`src/rtl/chunked_complement_addsub_pkg.sv`:
```
// Shared types and sizing helpers for the chunked ones'/two's-complement adder/subtractor.
package chunked_complement_addsub_pkg;

  typedef enum logic [1:0] {IDLE, CALC, EAC, DONE} state_t;

  function automatic int num_chunks(input int width, input int chunk);
    return width / chunk;
  endfunction

  // A single-chunk build still needs a one-bit counter to index with.
  function automatic int cnt_width(input int n);
    return (n > 1) ? $clog2(n) : 1;
  endfunction

endpackage

```
`src/rtl/chunked_complement_addsub_chunk_adder.sv`:
```
// CHUNK-bit combinational ripple-carry adder; zero latency, no flow control.
module chunked_complement_addsub_chunk_adder #(
  parameter int CHUNK = 4
) (
  input  logic [CHUNK-1:0] a,
  input  logic [CHUNK-1:0] b,
  input  logic             ci,
  output logic [CHUNK-1:0] sum,
  output logic             co
);

  always_comb begin
    logic w_c;
    w_c = ci;
    sum = '0;
    for (int i = 0; i < CHUNK; i++) begin
      sum[i] = a[i] ^ b[i] ^ w_c;
      w_c    = (a[i] & b[i]) | (w_c & (a[i] ^ b[i]));
    end
    co = w_c;
  end

endmodule

```
`src/rtl/chunked_complement_addsub.sv`:
```
// Multi-cycle signed add/sub, CHUNK bits per clock, done after N+1 (or 2N+1 with end-around carry) cycles;
// start ignored while busy. Optional SATURATE_EN clamps overflowed results instead of wrapping.
module chunked_complement_addsub
  import chunked_complement_addsub_pkg::*;
#(
  parameter int WIDTH = 8,
  parameter int CHUNK = 4
) (
  input  logic             clk,
  input  logic             rst,
  input  logic             start,
  input  logic             op_sub,
  input  logic             ones_mode,
  input  logic [WIDTH-1:0] a,
  input  logic [WIDTH-1:0] b,
  output logic             busy,
  output logic             done,
  output logic [WIDTH-1:0] result,
  output logic             carry_out,
  output logic             overflow,
  output logic             neg_zero
);

  localparam int N  = num_chunks(WIDTH, CHUNK);
  localparam int CW = cnt_width(N);
  localparam logic [CW-1:0] LAST = CW'(N - 1);

  state_t           r_state, w_next_state;
  logic [CW-1:0]    r_cnt;
  logic [WIDTH-1:0] r_a, r_b, r_sum;
  logic             r_carry, r_ones;
  logic [WIDTH-1:0] r_result;
  logic             r_carry_out, r_overflow, r_neg_zero;

  logic             w_accept, w_last, w_in_eac, w_finish;
  logic [CHUNK-1:0] w_ca, w_cb, w_cs;
  logic             w_co, w_ovf, w_negz;
  logic [WIDTH-1:0] w_sum_nxt, w_final;

  assign w_accept = start && (r_state == IDLE || r_state == DONE);
  assign w_last   = (r_cnt == LAST);
  assign w_in_eac = (r_state == EAC);

  // EAC reuses the same adder: partial result plus zero, carry-in rippling from the CALC carry.
  assign w_ca = w_in_eac ? r_sum[r_cnt*CHUNK +: CHUNK] : r_a[r_cnt*CHUNK +: CHUNK];
  assign w_cb = w_in_eac ? '0 : r_b[r_cnt*CHUNK +: CHUNK];

  chunked_complement_addsub_chunk_adder #(.CHUNK(CHUNK)) u_chunk_adder (
    .a   (w_ca),
    .b   (w_cb),
    .ci  (r_carry),
    .sum (w_cs),
    .co  (w_co)
  );

  always_comb begin
    w_sum_nxt = r_sum;
    w_sum_nxt[r_cnt*CHUNK +: CHUNK] = w_cs;
  end

  assign w_finish = w_last && ((r_state == CALC && !(r_ones && w_co)) || w_in_eac);
  assign w_ovf    = (r_a[WIDTH-1] == r_b[WIDTH-1]) && (w_sum_nxt[WIDTH-1] != r_a[WIDTH-1]);

`ifdef SATURATE_EN
  assign w_final = !w_ovf ? w_sum_nxt :
                   r_a[WIDTH-1] ? {1'b1, {(WIDTH-1){1'b0}}} : {1'b0, {(WIDTH-1){1'b1}}};
`else
  assign w_final = w_sum_nxt;
`endif

  assign w_negz = r_ones && (w_final == '1);

  always_comb begin
    w_next_state = r_state;
    unique case (r_state)
      IDLE:    if (start) w_next_state = CALC;
      CALC:    if (w_last) w_next_state = (r_ones && w_co) ? EAC : DONE;
      EAC:     if (w_last) w_next_state = DONE;
      DONE:    w_next_state = start ? CALC : IDLE;
      default: w_next_state = IDLE;
    endcase
  end

  always_ff @(posedge clk or negedge rst) begin
    if (!rst) begin
      r_state     <= IDLE;
      r_cnt       <= '0;
      r_a         <= '0;
      r_b         <= '0;
      r_sum       <= '0;
      r_carry     <= 1'b0;
      r_ones      <= 1'b0;
      r_result    <= '0;
      r_carry_out <= 1'b0;
      r_overflow  <= 1'b0;
      r_neg_zero  <= 1'b0;
    end else begin
      r_state <= w_next_state;
      if (w_accept) begin
        r_a     <= a;
        r_b     <= op_sub ? ~b : b;
        r_ones  <= ones_mode;
        r_carry <= op_sub && !ones_mode;
        r_cnt   <= '0;
        r_sum   <= '0;
      end else if (r_state == CALC || w_in_eac) begin
        r_sum   <= w_sum_nxt;
        r_carry <= w_co;
        r_cnt   <= w_last ? '0 : r_cnt + 1'b1;
      end
      // EAC is only entered on a CALC carry of 1, so that is the raw carry to report.
      if (w_finish) begin
        r_result    <= w_final;
        r_carry_out <= w_in_eac ? 1'b1 : w_co;
        r_overflow  <= w_ovf;
        r_neg_zero  <= w_negz;
      end
    end
  end

  assign busy      = (r_state == CALC) || w_in_eac;
  assign done      = (r_state == DONE);
  assign result    = r_result;
  assign carry_out = r_carry_out;
  assign overflow  = r_overflow;
  assign neg_zero  = r_neg_zero;

endmodule

```
`config.mk`:
```
export PLATFORM = sky130hd
export DESIGN_NAME = chunked_complement_addsub
export DESIGN_NICKNAME = d
export VERILOG_FILES = /design/src/rtl/chunked_complement_addsub_pkg.sv /design/src/rtl/chunked_complement_addsub_chunk_adder.sv /design/src/rtl/chunked_complement_addsub.sv
export SDC_FILE = /design/constraint.sdc
export NUM_CORES = 1
export LEC_CHECK = 0
export ABC_AREA = 1
export ABC_CLOCK_PERIOD_IN_PS = 3100
export CAP_MARGIN = 40
export CELL_PAD_IN_SITES_DETAIL_PLACEMENT = 1
export CELL_PAD_IN_SITES_GLOBAL_PLACEMENT = 2
export CORE_ASPECT_RATIO = 0.6
export CORE_MARGIN = 1
export CORE_UTILIZATION = 28
export CTS_CLUSTER_DIAMETER = 200
export DETAILED_ROUTE_END_ITERATION = 10
export PLACE_DENSITY_LB_ADDON = 0.1
export SYNTH_ARGS = -nofsm -noshare
export SYNTH_HDL_FRONTEND = slang
export SYNTH_SLANG_ARGS = --single-unit
```
`constraint.sdc`:
```
create_clock -name clk -period 3.1 [get_ports clk]
set_input_delay 0.62 -clock clk [delete_from_list [all_inputs] [get_ports clk]]
set_output_delay 0.62 -clock clk [all_outputs]
set_load 0.03 [all_outputs]
```
==> impl_metrics.csv, run 1 <==
group,metric,value,unit
clock_tree,clk_pin_slew,60,ps
sta,slew_violations,0,
clock_tree,htreeDepth,2,
placed_design,port_buffers,33,
final_layout,drive_gt1_share,18.4,%
final_layout,area_growth,36.1,%
logic_synthesis,synth_area,0.00212,mm^2
global_routing,grt_pass1_vias,1857,
flow_run,timing.max_cap.violations,0,
floorplan,initial_core_util,29.0,%
critical_path,ff2ff_path_depth,18,
sta,rsz0062_at_grt,"true",
final_layout,final_core_util,39.5,%
floorplan,die-height,69.4,um
global_routing,antenna_found_initial,0,
floorplan,die_width,114,um
final_layout,layout_commonest_cell,"nand2_1",
critical_path,crit_required,3280,ps
critical_path,start_kind,"register",
sta,fin_skew,3.66,ps
critical_path,slowest_stage,"fa_2",
sta,hold_viol,0,
logic_synthesis,synth_top_area_share,47.3,%
critical_path,cp_common_cell,"fa_2",
floorplan,rows,24,
logic_synthesis,synth.area.top_cells,"dfrtp_1 47%, nand2_1 15%, o21ai_0 6.4%",
global_routing,grt_overflow_total,0,
sta,tightest_slew,639,ps
floorplan,io_pins,34,
detailed_routing,routed_via_density,4.50,
sta,max_slew_margin,57.4,%
critical_path,path_max_fanout,5,
clock_tree,cts_buffer_depth,2,
logic_synthesis,synthCells,255,
final_layout,finalNetCount,333,
final_layout,multi_input_area,0.00103,mm^2
detailed_routing,final_antenna_net_count,0,
final_layout,fillers,875,
floorplan,dieArea,0.00792,mm^2
floorplan,core_region_area,0.00730,mm^2
critical_path,reg2reg_to,"overflow",
logic_synthesis,yosysTopAreaCell,"dfrtp_1",
critical_path,r2r-start,"r_state[0]",
final_layout,final-seq-area,0.00100,mm^2
critical_path,cp.arrival,3250,ps
logic_synthesis,ys_warn_count,0,
hold_path,hold_class,"in2async",
global_routing,grt_usage,16.7,%
detailed_routing,dr.pass1.iters,4,
detailed_routing,routed_wl,6130,um
critical_path,cpPeakStageDelay,460,ps
sta,setup_viol,0,
outcome,status,"complete, no violations",
logic_synthesis,ys_ff_latch,40,
logic_synthesis,syn_area_per_cell,8.30,um^2
placed_design,place_congestion,0.784,
final_layout,layout_common_cells,"79 x nand2_1, 40 x dfrtp_1, 32 x clkdlybuf4s50_1, 25 x o21ai_0, 20 x nor2_1",
final_layout,diodes,0,
critical_path,criticalPathCategory,"reg2reg",
critical_path,cp_cell_sequence,"inv_2, ha_4, inv_6, o21ai_4, a21oi_2, a21oi_2, fa_2, inv_2, fa_2, fa_2, inv_2, fa_2, nand2_2, nand2_4, nand3_2, o21ai_1, nand2_1, nand2_1",
clock_tree,cts-root-buf,"clkbuf_16",
sta,fin_crit,3080,ps
detailed_routing,vias,1837,
sta,final.period_utilization,99.3,%
critical_path,ff2ff_setup_slack,20,ps
critical_path,cp-end-kind,"register",
logic_synthesis,synth_cell_types,23,
clock_tree,cts_made_buffers,5,
clock_tree,clk-insertion-delay-late,290,ps
placed_design,hpwl,4640,um
detailed_routing,wl_per_cell,15.0,um
clock_tree,cts.sinks,40,
clock_tree,holdBufCountCts,0,
detailed_routing,post-route-drc-count,0,
global_routing,grt_max_degree,29,
sta,clock.fmax,325,MHz
global_routing,grt_pass1_wl,9760,um
logic_synthesis,synth_fp_nets,285,
logic_synthesis,yosysSeqAreaShare,47.3,%
detailed_routing,drt_iter0_drc,68,
clock_tree,cts_tree,"yes",
[how the worst max path moves through the flow]
stage	from	endpoint	slack, ps	depth (start not counted)
2_1_floorplan	r_state[0]	overflow	20	19
3_3_place_gp	r_state[0]	overflow	70	18
3_5_place_dp	r_state[0]	overflow	-90	18
4_1_cts	r_state[0]	overflow	20	18
5_1_grt	r_state[0]	overflow	-120	18
6_report	r_state[0]	overflow	20	18
[critical path: cells and delay by family (launching register included)]
kind / cells / cell delay (ps)
simple gates: 5 / 320
fa+ha+maj: 5 / 1620
buf+inv: 4 / 240
flops: 1 / 380
compound gates: 4 / 390
[cells by family (layout without fill, tap and decap cells)]
| family | after synthesis | after routing | share of synthesized area (%) |
|---|---|---|---|
| AND/OR/NAND/NOR | 114 | 115 | 21.9 |
| AO/OA/AOI/OAI | 51 | 51 | 12.7 |
| flip-flops | 40 | 40 | 47.3 |
| buffers and inverters | 33 | 81 | 8.10 |
| adder cells (fa/ha/maj) | 9 | 9 | 6.74 |
| XOR/XNOR | 8 | 8 | 3.31 |
[routing by layer]
metal | routed length (um) | up-vias | global-route usage, %
met5 | 0 | - | 0
met4 | 71 | 0 | 5.19
met3 | 232 | 7 | 4.81
met2 | 2520 | 28 | 22.6
met1 | 3300 | 901 | 25.2
li1 | - | 901 | -
[layout make-up]
type | count | area share (%)
clock buffers | 8 | 5.08
repair buffers | 52 | 16.9
multi-input cells | 183 | 35.6
well taps | 104 | 4.52
inverters | 21 | 3.08
flip-flops and latches | 40 | 34.8
[state kept, by name, summed over array words and instances, names as in the netlist]
register	flops
r_cnt	1
r_ones	1
r_a	8
r_b	8
result	8
r_sum	8
neg_zero	1
r_state	2
overflow	1
r_carry	1
carry_out	1
[cells in the mapped netlist]
library cell   n
a211oi_1       1
o21ai_1        7
clkbuf_1       1
a22o_1         2
o21ai_0       27
buf_8          1
inv_2          4
a21oi_1       12
buf_2          7
buf_6          3
o22ai_1        1
a22oi_1        1
nor2_1        20
nand2_1       82
ha_1           5
inv_1         16
xnor2_1        8
nand3_1        5
fa_1           4
nand3_4        1
dfrtp_1       40
inv_6          1
nand2_2        6
[timing repair]
item / in CTS / in global routing
gates cloned: 0 / 1
pin swaps: 2 / 11
setup endpoints to repair: 7 / 11
setup buffers: 3 / 2
gates resized for setup: 3 / 19
[per-stage QoR]
step	cell area [um^2]	instances	setup WS, ps	setup TNS [ps]	hold WS, ps
floorplan	2130	255	22.1	0	324
global placement	2590	393	71.7	0	467
detailed placement	2610	394	-89.7	-191	468
CTS	2790	405	24.9	0	239
global route	2880	408	-121	-291	251
finish	2880	408	23.0	0	232
Power of run 1 is left out: the tool's default activity adds up to more than one toggle a clock period on the data nets, which glitch-free logic cannot reach.
==> inputs of run 2 (changes only) <==
--- a/config.mk
+++ b/config.mk
@@ -15,6 +15,7 @@
 export CORE_UTILIZATION = 28
 export CTS_CLUSTER_DIAMETER = 200
 export DETAILED_ROUTE_END_ITERATION = 10
+export GPL_ROUTABILITY_DRIVEN = 0
 export PLACE_DENSITY_LB_ADDON = 0.1
 export SYNTH_ARGS = -nofsm -noshare
 export SYNTH_HDL_FRONTEND = slang
==> results of run 2 <==
No change in the layout: final DEF, timing and power equal those of run 1.
Power of run 2 is left out for the same reason.
